**src/rtl/secuenciador_prueba_mnc_if.sv**
```systemverilog
// Bus between the self-test sequencer and its user / circuit under test.
// Master drives control and circuit responses; slave is the sequencer.
interface secuenciador_prueba_mnc_if;
  logic       start;
  logic       abort;
  logic       f1;
  logic       f2;
  logic [3:0] abcd;
  logic       busy;
  logic       done;
  logic       pass;
  logic       mismatch;
  logic [4:0] error_count;
  logic [3:0] first_err_idx;
  logic [3:0] cur_idx;

  modport master (
    output start, abort, f1, f2,
    input  abcd, busy, done, pass, mismatch,
    input  error_count, first_err_idx, cur_idx
  );

  modport slave (
    input  start, abort, f1, f2,
    output abcd, busy, done, pass, mismatch,
    output error_count, first_err_idx, cur_idx
  );
endinterface

```
**src/rtl/secuenciador_prueba_mnc.sv**
```systemverilog
// Self-test sequencer for the 4-in/2-out gate circuit.
// Sweeps abcd, waits SETTLE cycles, checks {f1,f2} vs GOLDEN.
module secuenciador_prueba_mnc #(
  parameter int          N_CASES     = 16,
  parameter int          SETTLE      = 2,
  parameter logic [31:0] GOLDEN      = 32'hEEEE_76EC,
  parameter bit          STOP_ON_ERR = 1'b0
) (
  input logic                     clk,
  input logic                     rst,
  secuenciador_prueba_mnc_if.slave bus
);

  typedef enum logic [2:0] {
    S_IDLE,
    S_APPLY,
    S_SETTLE,
    S_CHECK,
    S_DONE
  } state_t;

  localparam logic [3:0] LAST = 4'(N_CASES - 1);
  localparam logic [3:0] SINI = 4'(SETTLE - 1);

  state_t     state_q, state_d;
  logic [3:0] idx_q, idx_d;
  logic [3:0] cnt_q, cnt_d;
  logic [3:0] abcd_q, abcd_d;
  logic [3:0] cur_q, cur_d;
  logic       busy_q, busy_d;
  logic       done_q, done_d;
  logic       pass_q, pass_d;
  logic       mm_q, mm_d;
  logic [4:0] err_q, err_d;
  logic [3:0] first_q, first_d;

  logic [1:0] exp_w;
  logic       hit;
  logic       last;

  assign exp_w = {GOLDEN[{idx_q, 1'b1}],
                  GOLDEN[{idx_q, 1'b0}]};
  assign hit   = {bus.f1, bus.f2} != exp_w;
  assign last  = (idx_q == LAST) ||
                 (hit && STOP_ON_ERR);

  always_comb begin
    state_d = state_q;
    idx_d   = idx_q;
    cnt_d   = cnt_q;
    abcd_d  = abcd_q;
    cur_d   = cur_q;
    busy_d  = busy_q;
    done_d  = done_q;
    pass_d  = pass_q;
    mm_d    = 1'b0;
    err_d   = err_q;
    first_d = first_q;

    if (bus.abort) begin
      // Abort only leaves IDLE untouched; results stay readable.
      if (state_q != S_IDLE) begin
        state_d = S_IDLE;
        busy_d  = 1'b0;
        done_d  = 1'b0;
        abcd_d  = 4'd0;
      end
    end else begin
      unique case (state_q)
        S_IDLE, S_DONE: begin
          if (bus.start) begin
            state_d = S_APPLY;
            idx_d   = 4'd0;
            err_d   = 5'd0;
            first_d = 4'd0;
            done_d  = 1'b0;
            pass_d  = 1'b0;
            busy_d  = 1'b1;
          end
        end
        S_APPLY: begin
          abcd_d  = idx_q;
          cur_d   = idx_q;
          cnt_d   = SINI;
          state_d = S_SETTLE;
        end
        S_SETTLE: begin
          if (cnt_q == 4'd0) state_d = S_CHECK;
          else               cnt_d   = cnt_q - 4'd1;
        end
        S_CHECK: begin
          if (hit) begin
            err_d = err_q + 5'd1;
            mm_d  = 1'b1;
            if (err_q == 5'd0) first_d = idx_q;
          end
          if (last) begin
            state_d = S_DONE;
            busy_d  = 1'b0;
            done_d  = 1'b1;
            pass_d  = !hit && (err_q == 5'd0);
          end else begin
            idx_d   = idx_q + 4'd1;
            state_d = S_APPLY;
          end
        end
        default: state_d = S_IDLE;
      endcase
    end
  end

  always_ff @(posedge clk) begin
    if (rst) begin
      state_q <= S_IDLE;
      idx_q   <= 4'd0;
      cnt_q   <= 4'd0;
      abcd_q  <= 4'd0;
      cur_q   <= 4'd0;
      busy_q  <= 1'b0;
      done_q  <= 1'b0;
      pass_q  <= 1'b0;
      mm_q    <= 1'b0;
      err_q   <= 5'd0;
      first_q <= 4'd0;
    end else begin
      state_q <= state_d;
      idx_q   <= idx_d;
      cnt_q   <= cnt_d;
      abcd_q  <= abcd_d;
      cur_q   <= cur_d;
      busy_q  <= busy_d;
      done_q  <= done_d;
      pass_q  <= pass_d;
      mm_q    <= mm_d;
      err_q   <= err_d;
      first_q <= first_d;
    end
  end

  assign bus.abcd          = abcd_q;
  assign bus.cur_idx       = cur_q;
  assign bus.busy          = busy_q;
  assign bus.done          = done_q;
  assign bus.pass          = pass_q;
  assign bus.mismatch      = mm_q;
  assign bus.error_count   = err_q;
  assign bus.first_err_idx = first_q;

endmodule

```
**src/flat_wrapper.sv**
```systemverilog
// flat-port wrapper written by rule: the top's interface ports become plain ports
module secuenciador_prueba_mnc_flat 
#(
  parameter int          N_CASES     = 16,
  parameter int          SETTLE      = 2,
  parameter logic [31:0] GOLDEN      = 32'hEEEE_76EC,
  parameter bit          STOP_ON_ERR = 1'b0
)
  (clk, rst, bus_start, bus_abort, bus_f1, bus_f2, bus_abcd, bus_busy, bus_done, bus_pass, bus_mismatch, bus_error_count, bus_first_err_idx, bus_cur_idx);
  secuenciador_prueba_mnc_if bus_i ();
  input logic clk;
  input logic rst;
  input wire logic [$bits(bus_i.start)-1:0] bus_start;
  input wire logic [$bits(bus_i.abort)-1:0] bus_abort;
  input wire logic [$bits(bus_i.f1)-1:0] bus_f1;
  input wire logic [$bits(bus_i.f2)-1:0] bus_f2;
  output wire logic [$bits(bus_i.abcd)-1:0] bus_abcd;
  output wire logic [$bits(bus_i.busy)-1:0] bus_busy;
  output wire logic [$bits(bus_i.done)-1:0] bus_done;
  output wire logic [$bits(bus_i.pass)-1:0] bus_pass;
  output wire logic [$bits(bus_i.mismatch)-1:0] bus_mismatch;
  output wire logic [$bits(bus_i.error_count)-1:0] bus_error_count;
  output wire logic [$bits(bus_i.first_err_idx)-1:0] bus_first_err_idx;
  output wire logic [$bits(bus_i.cur_idx)-1:0] bus_cur_idx;
  assign bus_i.start = bus_start;
  assign bus_i.abort = bus_abort;
  assign bus_i.f1 = bus_f1;
  assign bus_i.f2 = bus_f2;
  assign bus_abcd = bus_i.abcd;
  assign bus_busy = bus_i.busy;
  assign bus_done = bus_i.done;
  assign bus_pass = bus_i.pass;
  assign bus_mismatch = bus_i.mismatch;
  assign bus_error_count = bus_i.error_count;
  assign bus_first_err_idx = bus_i.first_err_idx;
  assign bus_cur_idx = bus_i.cur_idx;
  secuenciador_prueba_mnc #(.N_CASES(N_CASES), .SETTLE(SETTLE), .GOLDEN(GOLDEN), .STOP_ON_ERR(STOP_ON_ERR)) u_core (.clk(clk), .rst(rst), .bus(bus_i));
endmodule
```
**config.mk**
```make
export PLATFORM = sky130hd
export DESIGN_NAME = secuenciador_prueba_mnc_flat
export DESIGN_NICKNAME = d
export VERILOG_FILES = /design/src/rtl/secuenciador_prueba_mnc_if.sv /design/src/rtl/secuenciador_prueba_mnc.sv /design/src/flat_wrapper.sv
export SDC_FILE = /design/constraint.sdc
export NUM_CORES = 1
export LEC_CHECK = 0
export CORE_ASPECT_RATIO = 1.4
export CORE_MARGIN = 2
export CORE_UTILIZATION = 52
export DETAILED_ROUTE_END_ITERATION = 16
export GPL_ROUTABILITY_DRIVEN = 0
export GPL_TIMING_DRIVEN = 1
export PLACE_DENSITY_LB_ADDON = 0.12
export SYNTH_ARGS = -nofsm -noshare
export SYNTH_HDL_FRONTEND = slang
export SYNTH_SLANG_ARGS = --single-unit
```
**constraint.sdc**
```tcl
create_clock -name clk -period 2 [get_ports clk]
set_input_delay 0.3 -clock clk [delete_from_list [all_inputs] [get_ports clk]]
set_output_delay 0.3 -clock clk [all_outputs]
set_load 0.02 [all_outputs]
```
Word level (Yosys, flattened, before mapping)
Memories as Yosys holds them, arrays and structs flattened. A register that Yosys moved wholly into a read port is not among the register bits.
Index checks and enable logic that the tools add are counted.
{"block": "classes", "bitwise_logic": 2, "addsub": 3, "order_cmp": 2, "reduce_logical": 21, "mux": 38, "eq_ne": 16}
{"op": "$mux 4", "count": 12}
{"op": "$pmux 4 s2", "count": 3}
{"op": "$reduce_and 4->1", "count": 4}
{"op": "$mux 3", "count": 5}
{"op": "$lt 5x6->1 const B", "count": 2}
{"op": "$pmux 3 s4", "count": 1}
{"op": "$mux 1", "count": 11}
{"op": "$mux 5", "count": 2}
{"op": "$pmux 5 s2", "count": 1}
{"op": "$ne 2x1->1 const B", "count": 4}
{"op": "$eq 3x2->1 const B", "count": 2}
{"op": "$ne 2x2->1 const B", "count": 3}
{"op": "$ne 3x2->1 const B", "count": 2}
{"op": "$pmux 1 s2", "count": 3}
{"op": "$reduce_and 3->1", "count": 2}
{"op": "$reduce_bool 2->1", "count": 3}
{"op": "$reduce_bool 3->1", "count": 2}
{"op": "$add 5x1->5 const B", "count": 1}
{"op": "$logic_not 5->1", "count": 1}
{"op": "$reduce_and 5->1", "count": 1}
{"op": "$add 4x1->4 const B", "count": 1}
{"op": "$eq 4x4->1 const B", "count": 1}
{"op": "$logic_not 4->1", "count": 1}
{"op": "$reduce_and 2->1", "count": 2}
{"op": "11 further kinds", "count": 12}
{"block": "word_totals", "memories": 2, "reg_bits": 32, "output_inout_bits": 21, "mem_bits_ro": 32}
{"name": "(name not given)", "depth": 16, "word_bits": 1, "read_ports": 1, "rd_clocked_by_memory_dff": 1, "wr": 0, "line_no": "secuenciador_prueba_mnc.sv:42", "source": "GOLDEN[{idx_q, 1'b0}]};"}
{"name": "(name not given)", "depth": 16, "word_bits": 1, "read_ports": 1, "rd_clocked_by_memory_dff": 1, "wr": 0, "line_no": "secuenciador_prueba_mnc.sv:41", "source": "assign exp_w = {GOLDEN[{idx_q, 1'b1}],"}

Logic depth before layout (Yosys ltp)
{"block": "depth", "word_depth": 7, "ltp_mapped": 7, "depth_no_buf": 7}

Worst setup path after synthesis
OpenSTA, ideal clock, no wires.
{"block": "synth_timing", "kind": "input to register", "from": "in bus_abort", "to": "reg, netlist name u_core.exp_w[1]", "path_buffers": 2, "cell_stages": 7, "arrival_ns": 1.700, "setup_time_ns": 0.128, "t_required_ns": 1.872, "slack_ns": 0.173, "path_cell_list": "buf_2 or4b_4 and2_1 buf_6 o22ai_2 mux2i_1 o21bai_1"}
{"element": "start: declaration", "line_no": "flat_wrapper.sv:14", "source": "input wire logic [$bits(bus_i.abort)-1:0] bus_abort;"}

==> impl_metrics.json <==
{
  "fp.dieW_um": 51.7,
  "design_area_um2": 2130,
  "clock-sinks": 34,
  "cts_made_buffers": 5,
  "setup_viol": 0,
  "numPortBuffers": 26,
  "syn_inst": 191,
  "synth-main-ff-cell": "dfxtp_1",
  "layout.nets": 238,
  "synth-edff-count": 0,
  "critPathLaunchType": "register",
  "finalHoldViolations": 0,
  "critical_path.endpoint": "u_core.exp_w[1]",
  "synth_common_cells": "34 x dfxtp_1, 23 x nor2_1, 12 x inv_1",
  "fp.dieH_um": 70.8,
  "cp-startpoint": "u_core.state_q[1]",
  "yosysMostFrequentCell": "dfxtp_1",
  "status": "finished clean",
  "io_pins": 27,
  "worstSetupEndpointType": "register",
  "post-place-cells": 260,
  "drtAntennaViolNets": 0,
  "wl_per_cell_um": 13.5,
  "stdcell_count": 268,
  "power.share.combinational_pct": 7.0,
  "via_count": 1497,
  "finalWorstPathRequiredPeriod_ps": 1760,
  "drc": 0,
  "core-area_um2": 3090,
  "synth.distinct_cells": 46,
  "crit_path_max_fanout": 4,
  "start_util_pct": 53.6,
  "worstSkewPairLatency_ps": 280,
  "report.final.slew_viol_count": 0,
  "syn_nets": 201,
  "fmax_mhz": 567,
  "drive_gt1_share_pct": 13.1,
  "reg2reg_depth": 6,
  "path_class": "reg -> reg",
  "tightest_slew_ps": 435,
  "grt_antenna_before_repair": 0,
  "pwr-share-clk_pct": 39.9,
  "synth-seq-cells": 34,
  "peakVddDrop_uv": 482,
  "grt_pass1_wl_um": 6410,
  "area_growth_pct": 28.9,
  "synth_area_leader_cell": "dfxtp_1",
  "p_per_area_nw_per_um2": 603,
  "hold_path_class": "in -> reg",
  "p_leak_nw": 0.823,
  "drt_iter0_markers": 59,
  "cts_tree": "built",
  "std_cell_rows": 24,
  "ff2ff_setup_slack_ps": 240,
  "p_sw_w": 0.000289,
  "viasPerCell": 5.59,
  "clockBufferDepth": 2,
  "syn-mean-instance-area_um2": 8.67,
  "synth_area_leaders": "dfxtp_1 41%, nor2_1 5.2%, mux2i_1 3.6%, a21oi_1 3.3%, ha_1 3.0%",
  "crit_arrival_ps": 1940,
  "skew_ps": 6.65,
  "synth_top_area_share_pct": 41.1,
  "switching_share_pct": 22.5,
  "async_reset_ff_share_pct": 0,
  "grtUsageTotal_pct": 22.9,
  "clk_pin_slew_ps": 70,
  "p_int_w": 0.000997,
  "die_area_um2": 3660,
  "grt-ovfl-total": 0,
  "grt_start_max_net_pins": 28,
  "cts_max_level": 2,
  "r2r_end": "u_core.exp_w[1]",
  "p_seq_share_pct": 53.1,
  "seq_area_frac_synth_pct": 41.1,
  "hpwlAfterDp_um": 2660,
  "reg2reg_from": "u_core.state_q[1]",
  "post_cts_resized": 0,
  "dr.pass1.iters": 4,
  "cts.hold.buffers_added": 0,
  "worstPathRequired_ps": 2170,
  "clockRootBuffer": "clkbuf_8",
  "yosysWarnings": 0,
  "fin_crit_sh_pct": 88.2,
  "grt_setup_unrepaired": "false",
  "antenna_cells": 0,
  "grt_pass1_vias": 1475,
  "postPlaceCellArea_um2": 2030,
  "synth.cell_area_um2": 1660,
  "post-cts-setup-buffers": 0,
  "cap_violations": 0,
  "wl_um": 3620,
  "relSlewSlack_pct": 70.7,
  "utilization_pct": 69.0
}
-- final cells by class --
class,instances,area (um^2)
fill,258,958
timing repair buffer,42,385
tap,39,48.8
multi-input combinational,132,880
sequential,34,681
clock inverter,1,5.00
clock buffer,7,86.3
inverter,13,48.8
-- registers in the layout, summed over array words and instances (netlist names) --
name and count:
u_core.bus.mismatch 1, u_core.bus.busy 1, u_core.bus.pass 1, u_core.idx_q 4
u_core.bus.cur_idx 4, u_core.bus.done 1, u_core.cnt_q 4, u_core.bus.error_count 5
u_core.state_q 3, u_core.bus.first_err_idx 4, u_core.bus.abcd 4, u_core.exp_w 2
-- metrics by stage --
step	hold slack (ps)	TNS (ps)	setup WS [ps]	power, W
2_1_floorplan	458	0	173	0.000756
3_3_place_gp	460	-1910	-201	0.000787
3_5_place_dp	462	-2270	-268	0.000788
4_1_cts	479	0	34.2	0.00130
5_1_grt	456	0	71.2	0.00134
6_report	425	0	237	0.00129
-- worst min path at each step --
| stage | start | endpoint | slack (ps) | depth (start not counted) |
|---|---|---|---|---|
| finish | bus_start | u_core.state_q[2] | 420 | 4 |
| global route | bus_start | u_core.state_q[2] | 460 | 4 |
| CTS | u_core.bus.first_err_idx[1] | u_core.bus.first_err_idx[1] | 480 | 2 |
| floorplan | u_core.cnt_q[1] | u_core.cnt_q[1] | 460 | 2 |
| detailed placement | u_core.bus.abcd[0] | u_core.bus.abcd[0] | 460 | 1 |
| global placement | u_core.bus.first_err_idx[3] | u_core.bus.first_err_idx[3] | 460 | 2 |
-- per-layer routing --
| layer | global-route usage [%] | wire length [um] | vias up | part of all wire, % |
|---|---|---|---|---|
| li1 | - | - | 761 | - |
| met1 | 27.2 | 1550 | 698 | 43 |
| met2 | 38.6 | 1870 | 30 | 52 |
| met3 | 5.27 | 124 | 8 | 3.4 |
| met4 | 10.2 | 73 | 0 | 2.0 |
| met5 | 0 | 0 | - | 0 |
-- critical path, cell delays in order, from the launching register on --
cell and delay [ps]:
dfxtp_1 310, or4b_4 530, buf_4 160, o21a_1 140, o32a_1 300, mux2i_1 140
o21bai_1 70
-- power by group through the flow --
| stage | Combinational [W] | Sequential [W] | Clock [W] |
|---|---|---|---|
| 2_1_floorplan | 0.0000553 | 0.000700 | 0 |
| 3_3_place_gp | 0.0000884 | 0.000699 | 0 |
| 3_5_place_dp | 0.0000897 | 0.000699 | 0 |
| 4_1_cts | 0.0000901 | 0.000683 | 0.000528 |
| 5_1_grt | 0.0000987 | 0.000683 | 0.000554 |
| 6_report | 0.0000897 | 0.000683 | 0.000513 |
-- logic make-up (layout without fill, tap and decap cells) --
group	Yosys count	in the layout	synth area share, %
AND/OR/NAND/NOR	67	67	22.1
AO/OA/AOI/OAI	47	47	19.7
flip-flops	34	34	41.1
buffers and inverters	25	63	6.27
XOR/XNOR	8	8	4.23
multiplexers	6	6	3.63
adder cells (fa/ha/maj)	4	4	3.02
-- layout by cell type, fill, tap and decap left out, types with 5 or more instances in the layout --
master,instances
dfxtp_1,34
clkdlybuf4s50_1,24
nor2_1,23
buf_4,16
inv_1,12
a21oi_1,11
nor3_1,9
nand3_1,8
o21ai_0,8
mux2i_1,6
nand2_1,6
clkbuf_8,6
nand2b_1,5
No activity file was read; power rests on OpenSTA's default activity.
==> variant (config.mk and constraints unchanged) <==
`STOP_ON_ERR` is set to 1'b0 in 2 places; all go to 1'b1.
--- a/src/rtl/secuenciador_prueba_mnc.sv
+++ b/src/rtl/secuenciador_prueba_mnc.sv
@@ -4,7 +4,7 @@
   parameter int          N_CASES     = 16,
   parameter int          SETTLE      = 2,
   parameter logic [31:0] GOLDEN      = 32'hEEEE_76EC,
-  parameter bit          STOP_ON_ERR = 1'b0
+  parameter bit          STOP_ON_ERR = 1'b1
 ) (
   input logic                     clk,
   input logic                     rst,
--- a/src/flat_wrapper.sv
+++ b/src/flat_wrapper.sv
@@ -4,7 +4,7 @@
   parameter int          N_CASES     = 16,
   parameter int          SETTLE      = 2,
   parameter logic [31:0] GOLDEN      = 32'hEEEE_76EC,
-  parameter bit          STOP_ON_ERR = 1'b0
+  parameter bit          STOP_ON_ERR = 1'b1
 )
   (clk, rst, bus_start, bus_abort, bus_f1, bus_f2, bus_abcd, bus_busy, bus_done, bus_pass, bus_mismatch, bus_error_count, bus_first_err_idx, bus_cur_idx);
   secuenciador_prueba_mnc_if bus_i ();
Formal check against the unedited RTL: not equivalent (Yosys sat finds a counterexample within 10 cycles, from zero or initial values and one cycle with rst high).
==> variant against the unedited design <==
  * Register-to-register slack got worse by 0.097 ns
  * Sequential cell count did not move
  * Design area up 6.2%
  * Area after synthesis shrank 1.4%
  * Routed wire length up 18%
  * Critical path depth is 1 higher
  * Total power grew 12%
  * Worst setup slack lost 0.21 ns
==> variant: results (changes against the unedited design) <==
outcome:
  status: "finished clean"
sta:
  skew_ns: 0.005233  # -0.001417 ns
  tightest_slew_ns: 0.4293  # -0.006099 ns
  period_share_pct: 98.60  # +10 points
  hold_ws_ns: 0.4590  # +0.03435 ns
finish:
  clk_share_pct: 5.025  # +0.75 points
  buffer_area_share_pct: 21.87  # +3.8 points
  multi_input_area_sq_um: 903.4  # +2.7%
  nNonClkBuffers: 57  # +36%
  sh_seq_area_pct: 30.09  # -1.8 points
  finalNonFillerCells: 280  # +4.5%
  nMultiInputCombCells: 136  # +3.0%
  layout-drive-gt1-share_pct: 21.58  # +8.5 points
  num-nonclk-inverters: 6  # -7
min_path:
  whs_endpoint: "u_core.bus.abcd[1]"
  hold_depth: 2  # -2
  hold_class: "flop to flop"
global_route:
  grt_pass1_vias: 1551  # +5.2%
  grt_pass1_wl_mm: 7.176  # +12%
  grt_max_degree: 24  # -14%
  grt_usage_pct: 26.64  # +3.7 points
worst_setup_path:
  reg2reg_setup_slack_ns: 0.14  # -0.10 ns
  cp_slowest_cell: "clkdlybuf4s50_1"
  crit_family: "buffers and inverters"
  cpPeakStageDelay_ns: 0.45  # -0.08 ns
  crit_fanout: 3  # -1
  worstPathArrival_ns: 2.15  # +0.21 ns
  crit_start: "bus_f2"
  worstRegToRegCells: 7  # +1
route:
  drt_iter0_drc: 27  # -54%
  post_drt_via_cell_ratio: 5.625  # +0.70%
placement:
  place_hpwl_mm: 3.197  # +20%
  placed_cells: 270  # +3.8%
  place_ws_ns: -0.2730  # -0.004919 ns
cts:
  clock_latency_ns: 0.30  # +0.02 ns
pwr:
  peakVddDrop_mv: 0.7044  # +46%
  power.leakage_nw: 0.8707  # +5.7%
yosys:
  synth_cells: 185  # -3.1%
  synth_common_cells: "dfxtp_1 (34), nor2_1 (18), nand2_1 (17)"
  syn-num-nets: 195  # -3.0%
  synth_area_leaders: "dfxtp_1 (42%), a21oi_1 (4.9%), nor2_1 (4.1%), nand2_1 (3.9%), xor2_1 (3.2%)"
  yosysSeqAreaShare_pct: 41.65  # +0.57 points
floorplanning:
  fp.dieW_um: 51.38  # -0.63%
[variant: cell count changes after synthesis, moves of 5 or more]
cell / unedited run / this run
nand2_1: 6 / 17
inv_1: 12 / 6
a21oi_1: 11 / 16
clkbuf_1: 9 / 4
nand4_1: 1 / 6
nor2_1: 23 / 18
[variant: power breakdown]
group	internal [mW]	switching (mW)	leakage [nW]
clock network	0.370	0.268	0.0504
logic	0.0539	0.0585	0.546
registers	0.681	0.00535	0.275
[variant: through the flow]
| stage | setup TNS, ns | power (mW) | cell area (sq um) | util (%) |
|---|---|---|---|---|
| global route | -0.05487 | 1.491 | 2266 | 73.98 |
| finish | 0 | 1.437 | 2266 | 73.98 |
| global placement | -0.9813 | 0.8039 | 2108 | 68.83 |
| floorplan | 0 | 0.7558 | 1634 | - |
| detailed placement | -1.743 | 0.8063 | 2108 | 68.83 |
| CTS | 0 | 1.445 | 2231 | 72.84 |
[variant: what timing repair did]
| action | CTS | global route |
|---|---|---|
| buffers inserted | 0 | 2 |
| pin swaps | 0 | 2 |
| endpoints found under the setup margin | 1 | 8 |
| endpoints found under the hold margin | 0 | 0 |
| gates resized for setup | 1 | 5 |
[variant: kinds of logic (layout without fill, tap and decap cells)]
| group | count (synthesis) | in the layout | share of synthesized area [%] |
|---|---|---|---|
| AOI/OAI and AO/OA | 39 | 39 | 16.39 |
| xor gates and xnor gates | 11 | 11 | 5.896 |
| adders and majority gates | 4 | 4 | 3.063 |
| buffers and inverters | 15 | 71 | 4.593 |
| DFF | 34 | 34 | 41.65 |
| muxes | 3 | 3 | 1.838 |
| and+or+nand+nor | 79 | 79 | 26.57 |
[variant: metal layers]
layer,part of all wire (%),global-route usage [%]
met1,39,27.43
met2,53,47.01
met3,4.8,7.692
met4,2.8,13.74
met5,0,0
